$ cat src/rtl/astropix_frame_deframer_if.sv
// astropix_frame_deframer_if: framed byte stream in, parallel frame record out
//   s_axis_*  : byte stream (tdata/tvalid/tlast from upstream, tready back)
//   m_rec_*   : one record per good frame (valid/fields out, ready back)
//   slave     : deframer view, master : environment view
interface astropix_frame_deframer_if #(parameter int MAX_PAYLOAD = 7);
  logic [7:0] s_axis_tdata;
  logic s_axis_tvalid, s_axis_tready, s_axis_tlast;
  logic m_rec_valid, m_rec_ready;
  logic [7:0] m_rec_layer, m_rec_header;
  logic [2:0] m_rec_count;
  logic [8*MAX_PAYLOAD-1:0] m_rec_payload;
  logic [31:0] m_rec_timestamp;
  modport slave (
    input s_axis_tdata, s_axis_tvalid, s_axis_tlast, m_rec_ready,
    output s_axis_tready, m_rec_valid, m_rec_layer, m_rec_header, m_rec_count,
    m_rec_payload, m_rec_timestamp
  );
  modport master (
    output s_axis_tdata, s_axis_tvalid, s_axis_tlast, m_rec_ready,
    input s_axis_tready, m_rec_valid, m_rec_layer, m_rec_header, m_rec_count,
    m_rec_payload, m_rec_timestamp
  );
endinterface

$ cat src/rtl/astropix_frame_deframer.sv
// astropix_frame_deframer: validates LEN/ID/HDR/payload/TS framing and emits one record per frame
//   clk, resn          : clock, asynchronous active-low reset
//   enable             : 0 freezes the deframer and deasserts tready
//   cfg_layer_reset    : synchronous clear, same effect as resn
//   bus                : byte stream input and record output (slave modport)
//   stat_frame_ok      : 1-cycle pulse per record emitted
//   stat_frame_error   : 1-cycle pulse per malformed frame
//   status_busy        : high whenever not waiting for a LEN byte
module astropix_frame_deframer #(
  parameter int MAX_PAYLOAD = 7,
  parameter bit CHECK_LAYER = 1'b0,
  parameter logic [7:0] EXPECTED_LAYER = 8'h00
) (
  input logic clk,
  input logic resn,
  input logic enable,
  input logic cfg_layer_reset,
  astropix_frame_deframer_if.slave bus,
  output logic stat_frame_ok,
  output logic stat_frame_error,
  output logic status_busy
);
  typedef enum logic [3:0] {LEN, ID, HDR, PAY, TS0, TS1, TS2, TS3, OUT, DROP} state_t;
  state_t state;
  logic [7:0] len, layer, header;
  logic [2:0] remaining, idx;
  logic [8*MAX_PAYLOAD-1:0] payload;
  logic [31:0] timestamp;
  logic take, l;
  logic [7:0] d;
  assign d = bus.s_axis_tdata;
  assign l = bus.s_axis_tlast;
  assign bus.s_axis_tready = enable && state != OUT;
  assign take = bus.s_axis_tvalid && bus.s_axis_tready;
  // payload bytes fill upward from index 0 as remaining counts down
  assign idx = header[2:0] - remaining;
  assign bus.m_rec_valid = state == OUT;
  assign bus.m_rec_layer = layer;
  assign bus.m_rec_header = header;
  assign bus.m_rec_count = header[2:0];
  assign bus.m_rec_payload = payload;
  assign bus.m_rec_timestamp = timestamp;
  assign status_busy = state != LEN;
  always_ff @(posedge clk or negedge resn) begin
    if (!resn) begin
      state <= LEN;
      {len, layer, header, remaining, payload, timestamp} <= '0;
      {stat_frame_ok, stat_frame_error} <= 2'b00;
    end else if (cfg_layer_reset) begin
      state <= LEN;
      {len, layer, header, remaining, payload, timestamp} <= '0;
      {stat_frame_ok, stat_frame_error} <= 2'b00;
    end else begin
      stat_frame_ok <= 1'b0;
      stat_frame_error <= 1'b0;
      if (state == OUT) begin
        if (enable && bus.m_rec_ready) state <= LEN;
      end else if (take) begin
        case (state)
          LEN: begin
            len <= d;
            if (d < 8'd6 || d > 8'(MAX_PAYLOAD + 6) || l) begin
              stat_frame_error <= 1'b1;
              state <= l ? LEN : DROP;
            end else state <= ID;
          end
          ID: begin
            layer <= d;
            if (l) begin
              stat_frame_error <= 1'b1;
              state <= LEN;
            end else if (CHECK_LAYER && d != EXPECTED_LAYER) begin
              stat_frame_error <= 1'b1;
              state <= DROP;
            end else state <= HDR;
          end
          HDR: begin
            header <= d;
            payload <= '0;
            remaining <= d[2:0];
            if (l) begin
              stat_frame_error <= 1'b1;
              state <= LEN;
            end else if ({5'd0, d[2:0]} + 8'd6 != len) begin
              stat_frame_error <= 1'b1;
              state <= DROP;
            end else state <= d[2:0] != 3'd0 ? PAY : TS0;
          end
          PAY: begin
            payload[8*idx +: 8] <= d;
            remaining <= remaining - 3'd1;
            stat_frame_error <= l;
            state <= l ? LEN : remaining == 3'd1 ? TS0 : PAY;
          end
          TS0: begin
            timestamp[7:0] <= d;
            stat_frame_error <= l;
            state <= l ? LEN : TS1;
          end
          TS1: begin
            timestamp[15:8] <= d;
            stat_frame_error <= l;
            state <= l ? LEN : TS2;
          end
          TS2: begin
            timestamp[23:16] <= d;
            stat_frame_error <= l;
            state <= l ? LEN : TS3;
          end
          TS3: begin
            timestamp[31:24] <= d;
            stat_frame_ok <= l;
            stat_frame_error <= !l;
            state <= l ? OUT : DROP;
          end
          DROP: state <= l ? LEN : DROP;
          default: state <= LEN;
        endcase
      end
    end
  end
endmodule
$ cat src/flat_wrapper.sv
// flat-port wrapper written by rule: the top's interface ports become plain ports
module astropix_frame_deframer_flat 
#(
  parameter int MAX_PAYLOAD = 7,
  parameter bit CHECK_LAYER = 1'b0,
  parameter logic [7:0] EXPECTED_LAYER = 8'h00
)
  (clk, resn, enable, cfg_layer_reset, stat_frame_ok, stat_frame_error, status_busy, bus_s_axis_tdata, bus_s_axis_tvalid, bus_s_axis_tlast, bus_m_rec_ready, bus_s_axis_tready, bus_m_rec_valid, bus_m_rec_layer, bus_m_rec_header, bus_m_rec_count, bus_m_rec_payload, bus_m_rec_timestamp);
  astropix_frame_deframer_if #(.MAX_PAYLOAD(MAX_PAYLOAD)) bus_i ();
  input logic clk;
  input logic resn;
  input logic enable;
  input logic cfg_layer_reset;
  output logic stat_frame_ok;
  output logic stat_frame_error;
  output logic status_busy;
  input wire logic [$bits(bus_i.s_axis_tdata)-1:0] bus_s_axis_tdata;
  input wire logic [$bits(bus_i.s_axis_tvalid)-1:0] bus_s_axis_tvalid;
  input wire logic [$bits(bus_i.s_axis_tlast)-1:0] bus_s_axis_tlast;
  input wire logic [$bits(bus_i.m_rec_ready)-1:0] bus_m_rec_ready;
  output wire logic [$bits(bus_i.s_axis_tready)-1:0] bus_s_axis_tready;
  output wire logic [$bits(bus_i.m_rec_valid)-1:0] bus_m_rec_valid;
  output wire logic [$bits(bus_i.m_rec_layer)-1:0] bus_m_rec_layer;
  output wire logic [$bits(bus_i.m_rec_header)-1:0] bus_m_rec_header;
  output wire logic [$bits(bus_i.m_rec_count)-1:0] bus_m_rec_count;
  output wire logic [$bits(bus_i.m_rec_payload)-1:0] bus_m_rec_payload;
  output wire logic [$bits(bus_i.m_rec_timestamp)-1:0] bus_m_rec_timestamp;
  assign bus_i.s_axis_tdata = bus_s_axis_tdata;
  assign bus_i.s_axis_tvalid = bus_s_axis_tvalid;
  assign bus_i.s_axis_tlast = bus_s_axis_tlast;
  assign bus_i.m_rec_ready = bus_m_rec_ready;
  assign bus_s_axis_tready = bus_i.s_axis_tready;
  assign bus_m_rec_valid = bus_i.m_rec_valid;
  assign bus_m_rec_layer = bus_i.m_rec_layer;
  assign bus_m_rec_header = bus_i.m_rec_header;
  assign bus_m_rec_count = bus_i.m_rec_count;
  assign bus_m_rec_payload = bus_i.m_rec_payload;
  assign bus_m_rec_timestamp = bus_i.m_rec_timestamp;
  astropix_frame_deframer #(.MAX_PAYLOAD(MAX_PAYLOAD), .CHECK_LAYER(CHECK_LAYER), .EXPECTED_LAYER(EXPECTED_LAYER)) u_core (.clk(clk), .resn(resn), .enable(enable), .cfg_layer_reset(cfg_layer_reset), .bus(bus_i), .stat_frame_ok(stat_frame_ok), .stat_frame_error(stat_frame_error), .status_busy(status_busy));
endmodule
$ cat config.mk
export PLATFORM = sky130hd
export DESIGN_NAME = astropix_frame_deframer_flat
export DESIGN_NICKNAME = d
export VERILOG_FILES = /design/src/rtl/astropix_frame_deframer_if.sv /design/src/rtl/astropix_frame_deframer.sv /design/src/flat_wrapper.sv
export SDC_FILE = /design/constraint.sdc
export NUM_CORES = 1
export LEC_CHECK = 0
export CORE_UTILIZATION = 52
export CTS_BUF_LIST = sky130_fd_sc_hd__clkbuf_2 sky130_fd_sc_hd__clkbuf_4 sky130_fd_sc_hd__clkbuf_8
export DETAILED_ROUTE_END_ITERATION = 16
export GPL_ROUTABILITY_DRIVEN = 1
export PLACE_DENSITY = 0.79
export SETUP_SLACK_MARGIN = 0.3
export SKIP_LAST_GASP = 1
export SLEW_MARGIN = 20
export SYNTH_ARGS = -nofsm -noshare
export SYNTH_HDL_FRONTEND = slang
export SYNTH_SLANG_ARGS = --single-unit
export TNS_END_PERCENT = 20
$ cat constraint.sdc
create_clock -name clk -period 4.16 [get_ports clk]
set_input_delay 0.832 -clock clk [delete_from_list [all_inputs] [get_ports clk]]
set_output_delay 0.832 -clock clk [all_outputs]
set_load 0.02 [all_outputs]
==> impl_results.html <==
<table>
<tr><th>Metric</th><th>Value</th></tr>
<tr><th colspan="2">Placement</th></tr>
<tr><td>Final weighted congestion in routability-driven placement</td><td>roughly 0.88</td></tr>
<tr><td>Half-perimeter wire length after placement</td><td>approximately 10000 um</td></tr>
<tr><td>Area after detailed placement</td><td>0.00695 mm2</td></tr>
<tr><td>Cell count after placement</td><td>between 700 and 800</td></tr>
<tr><td>Input/output buffers</td><td>126</td></tr>
<tr><td>Pre-CTS setup slack</td><td>approximately 0.72 ns</td></tr>
<tr><th colspan="2">Drt</th></tr>
<tr><td>Post-route ant nets</td><td>0</td></tr>
<tr><td>Total wire length after detailed routing</td><td>between 15000 and 20000 um</td></tr>
<tr><td>Routed wire per std cell</td><td>20.4 um</td></tr>
<tr><td>Number of DRC markers after the initial detailed-route iteration</td><td>348</td></tr>
<tr><td>Via density per instance</td><td>~5.9</td></tr>
<tr><td>Via count</td><td>about 4400</td></tr>
<tr><td>Router iterations before antenna repair</td><td>7</td></tr>
<tr><td>Post-route DRC violation count</td><td>0</td></tr>
<tr><th colspan="2">Logic synthesis</th></tr>
<tr><td>Most repeated cell in the gate-level netlist after synthesis</td><td>sky130_fd_sc_hd__dfrtp_1</td></tr>
<tr><td>Post-synth ARST share</td><td>100%</td></tr>
<tr><td>Synth Area in Compound Gates</td><td>between 10% and 20%</td></tr>
<tr><td>Synth top area share</td><td>~54%</td></tr>
<tr><td>Commonest cells in the netlist</td><td>sky130_fd_sc_hd__dfrtp_1 (121), sky130_fd_sc_hd__nor2_1 (60), sky130_fd_sc_hd__mux2i_1 (59)</td></tr>
<tr><td>Cells after Synth</td><td>between 400 and 500</td></tr>
<tr><td>Adder and majority gate portion of the synthesized area</td><td>between 1.5 and 2%</td></tr>
<tr><td>Number of flip-flops and latches in the synthesized netlist</td><td>121</td></tr>
<tr><td>Fraction of the yosys area taken by sequential cells</td><td>54.0%</td></tr>
<tr><td>Post-synthesis simple-gate area fraction</td><td>between 10% and 20%</td></tr>
<tr><td>Distinct cell type count after synthesis</td><td>63</td></tr>
<tr><td>Syn avg cell area</td><td>roughly 12 um2</td></tr>
<tr><td>Share of synthesized area spent on multiplexers</td><td>about 11%</td></tr>
<tr><td>Post-synthesis cell area</td><td>0.00561 mm2</td></tr>
<tr><td>Main combinational cell family by area after synthesis</td><td>compound AO/OA/AOI/OAI gates</td></tr>
<tr><td>Most used flip-flop cell after synthesis</td><td>sky130_fd_sc_hd__dfrtp_1</td></tr>
<tr><td>Post-Synth XOR/XNOR Area</td><td>1.07%</td></tr>
<tr><td>Synthesized net count</td><td>500</td></tr>
<tr><td>Synth area leaders</td><td>sky130_fd_sc_hd__dfrtp_1 (54%), sky130_fd_sc_hd__mux2i_1 (11%), sky130_fd_sc_hd__a22o_1 (5.3%), sky130_fd_sc_hd__nor2_1 (4.0%), sky130_fd_sc_hd__a32o_1 (3.9%)</td></tr>
<tr><td>Yosys warning total</td><td>0</td></tr>
<tr><td>Number of enable-type register cells in the synthesized netlist</td><td>0</td></tr>
<tr><td>Yosys top cell by area</td><td>sky130_fd_sc_hd__dfrtp_1</td></tr>
<tr><th colspan="2">Global route</th></tr>
<tr><td>Vias in the first global route</td><td>about 4600</td></tr>
<tr><td>Initial antenna violation count</td><td>0</td></tr>
<tr><td>Global-route wire length before repair</td><td>between 20000 and 25000 um</td></tr>
<tr><td>Overall overflow remaining after global route</td><td>0</td></tr>
<tr><td>Largest net degree at the start of global routing</td><td>78</td></tr>
<tr><td>Overall Global Routing Usage</td><td>between 20% and 30%</td></tr>
<tr><th colspan="2">Worst setup path</th></tr>
<tr><td>Cell occurring most often along the worst timing path</td><td>sky130_fd_sc_hd__ha_1</td></tr>
<tr><td>Timing startpoint of the critical path</td><td>u_core.remaining[0]</td></tr>
<tr><td>Combined buffer and inverter count along the critical path</td><td>2</td></tr>
<tr><td>Worst EP arrival</td><td>~3.8 ns</td></tr>
<tr><td>Top fanout value on the critical path</td><td>9</td></tr>
<tr><td>Launch point of the worst reg-to-reg path</td><td>u_core.remaining[0]</td></tr>
<tr><td>Critical Path Stages</td><td>10</td></tr>
<tr><td>Slowest cell delay on critical path</td><td>roughly 0.70 ns</td></tr>
<tr><td>Crit end category</td><td>register</td></tr>
<tr><td>Crit path kind</td><td>reg2reg</td></tr>
<tr><td>List of cells traversed by the critical path</td><td>ha_1, inv_1, fa_1, clkinv_1, ha_1, ha_1, nand2b_1, a2111oi_4, o21ai_4, a22o_1</td></tr>
<tr><td>Crit path max-delay family</td><td>adder cells</td></tr>
<tr><td>Crit path required time</td><td>around 4.5 ns</td></tr>
<tr><td>R2r worst-path depth</td><td>10</td></tr>
<tr><td>Worst reg2reg setup slack</td><td>roughly 0.7 ns</td></tr>
<tr><td>Startpoint type of the worst setup path</td><td>register</td></tr>
<tr><td>Highest-delay cell along the critical path</td><td>sky130_fd_sc_hd__a2111oi_4</td></tr>
<tr><th colspan="2">STA</th></tr>
<tr><td>Min cycle time layout</td><td>between 3 and 4 ns</td></tr>
<tr><td>Post-route fraction of the period consumed by the critical path</td><td>83.1%</td></tr>
<tr><td>Setup violation total in the final timing report</td><td>0</td></tr>
<tr><td>Endpoints failing hold</td><td>0</td></tr>
<tr><td>Layout Skew</td><td>0.0105 ns</td></tr>
<tr><td>Post-Route Setup TNS</td><td>0 ns</td></tr>
<tr><td>Worst setup slack after layout</td><td>0.705 ns</td></tr>
<tr><td>Worst slew pin tran</td><td>approximately 0.95 ns</td></tr>
<tr><td>Peak Freq</td><td>between 200 and 300 MHz</td></tr>
<tr><td>Worst relative slew slack</td><td>36.4%</td></tr>
<tr><td>Setup repair after global routing missed its margin</td><td>no</td></tr>
<tr><td>Final-report max-slew violation count</td><td>0</td></tr>
<tr><th colspan="2">Hold path</th></tr>
<tr><td>HP Start</td><td>u_core.bus.m_rec_payload[51]</td></tr>
<tr><td>Type of the worst min-delay path</td><td>reg2reg</td></tr>
<tr><td>Number of cells on the worst hold path</td><td>1</td></tr>
<tr><th colspan="2">Clocking</th></tr>
<tr><td>Total clock buffers created by CTS</td><td>17</td></tr>
<tr><td>Resize count post-CTS</td><td>0</td></tr>
<tr><td>Hold-fix buffers at CTS</td><td>0</td></tr>
<tr><td>Number of H-tree levels</td><td>4</td></tr>
<tr><td>Root cell of the clock tree</td><td>sky130_fd_sc_hd__clkbuf_8</td></tr>
<tr><td>Number of buffers on the longest clock path</td><td>2</td></tr>
<tr><td>Clock tree from TritonCTS</td><td>done</td></tr>
<tr><td>CTS Sinks</td><td>between 100 and 150</td></tr>
<tr><td>Clk_lat worst skew</td><td>roughly 0.43 ns</td></tr>
<tr><td>Number of buffers inserted to repair setup after CTS</td><td>0</td></tr>
<tr><td>Clock slew seen by the registers of the worst setup and hold paths</td><td>approximately 0.07 ns</td></tr>
<tr><th colspan="2">Floorplanning</th></tr>
<tr><td>I/O pin cnt</td><td>about 130</td></tr>
<tr><td>Cell row count</td><td>37</td></tr>
<tr><td>Std-Cell Core Area</td><td>between 0.01 and 0.015 mm2</td></tr>
<tr><td>Width of the die</td><td>approximately 110 um</td></tr>
<tr><td>DIE HEIGHT</td><td>approximately 110 um</td></tr>
<tr><td>Initial Util</td><td>roughly 54%</td></tr>
<tr><td>Total die area</td><td>~0.011 mm2</td></tr>
<tr><th colspan="2">Cells and area</th></tr>
<tr><td>Total Nets Final</td><td>just over 600</td></tr>
<tr><td>Fraction of final layout cells sized beyond drive strength 1</td><td>about an eighth</td></tr>
<tr><td>Finished Layout Cells</td><td>approximately 740</td></tr>
<tr><td>Area overhead of the layout relative to synthesis</td><td>30.4%</td></tr>
<tr><td>Ant. Diodes</td><td>0</td></tr>
<tr><td>Area of the multi-input gates</td><td>0.00237 mm2</td></tr>
<tr><td>Final standard cell area without fillers</td><td>0.00732 mm2</td></tr>
<tr><td>Fill cell total of the finished layout</td><td>between 700 and 800</td></tr>
<tr><td>Reg area</td><td>0.00303 mm2</td></tr>
<tr><th colspan="2">Outcome</th></tr>
<tr><td>Status</td><td>finished, final reports clean</td></tr>
<tr><th colspan="2">Pwr</th></tr>
<tr><td>Total leakage power</td><td>3.28 nW</td></tr>
<tr><td>VDD IR max</td><td>approximately 0.26 mV</td></tr>
<tr><td>PwrDens</td><td>349 mW/mm2</td></tr>
<tr><th colspan="2">Flow run</th></tr>
<tr><td>Max-cap check violation count</td><td>0</td></tr>
</table>
registers in the layout, indices dropped and copies added, names as in the netlist:
| signal | count |
|---|---|
| u_core.bus.m_rec_payload | 56 |
| u_core.bus.m_rec_timestamp | 32 |
| u_core.bus.m_rec_header | 8 |
| u_core.bus.m_rec_layer | 8 |
| u_core.len | 8 |
| u_core.state | 4 |
| u_core.remaining | 3 |
| u_core.stat_frame_error | 1 |
| u_core.stat_frame_ok | 1 |
worst paths after layout:
| path | end |
|---|---|
| setup / recovery | u_core.bus.m_rec_payload[55] |
| hold / removal | u_core.bus.m_rec_payload[51] |
| setup reg to reg | u_core.bus.m_rec_payload[55] |
| min in group asynchronous | u_core.bus.m_rec_payload[44] |
| max in group asynchronous | u_core.bus.m_rec_payload[18] |
| hold reg to reg | u_core.bus.m_rec_payload[51] |
through the flow:
stage               total power, mW  utilization [%]  hold slack [ns]
global route                   2.65             70.6            0.525
CTS                            2.56             70.6            0.499
global placement               1.58             67.0            0.480
floorplan                      1.47                -            0.491
finish                         2.56             70.6            0.495
detailed placement             1.59             67.0            0.483
report_power, final:
part	switching [mW]	leakage, nW	total (mW)	internal [mW]
Combinational	0.237	1.41	0.361	0.124
Sequential	0.0232	1.68	1.21	1.19
Clock	0.477	0.188	0.982	0.505
Total	0.737	3.28	2.56	1.82
logic make-up (layout without fill, tap and decap cells):
family | Yosys count | after routing
adder cells (fa/ha/maj) | 8 | 8
XOR/XNOR | 5 | 5
buffers and inverters | 51 | 181
flip-flops | 121 | 121
AO/OA/AOI/OAI | 98 | 98
multiplexers | 62 | 62
AND/OR/NAND/NOR | 132 | 132
worst register-to-register path: cells and delay by family (launching register included):
family	cells	cell delay [ns]
buffers and inverters	2	0.26
AO/OA/AOI/OAI	3	1.16
flip-flops	1	0.43
adder cells (fa/ha/maj)	4	1.22
AND/OR/NAND/NOR	1	0.27
final cells by class:
class                      count  area share (%)
multi-input combinational    305            32.4
inverter                      12           0.616
timing repair buffer         137            18.3
clock buffer                  20            3.68
tap                          136            2.33
clock inverter                12            1.37
sequential                   121            41.4
layout by cell type (no fill, tap or decap), drive strengths merged, types with 12 or more instances in the layout:
master,n
o21ai,13
mux2i,59
nand2,13
dfrtp,121
a32o,22
clkdlybuf4s50,124
buf,13
clkbuf,20
nor2,64
inv,12
a22o,34
metal layers:
layer | global-route usage [%] | vias to the layer above | wire length, um
met5 | 0 | - | 0
met4 | 13.3 | 0 | 314
met3 | 9.21 | 23 | 1240
met2 | 43.5 | 189 | 7160
met1 | 38.5 | 2237 | 6410
li1 | - | 1969 | -
No activity file was read; power rests on OpenSTA's default activity.
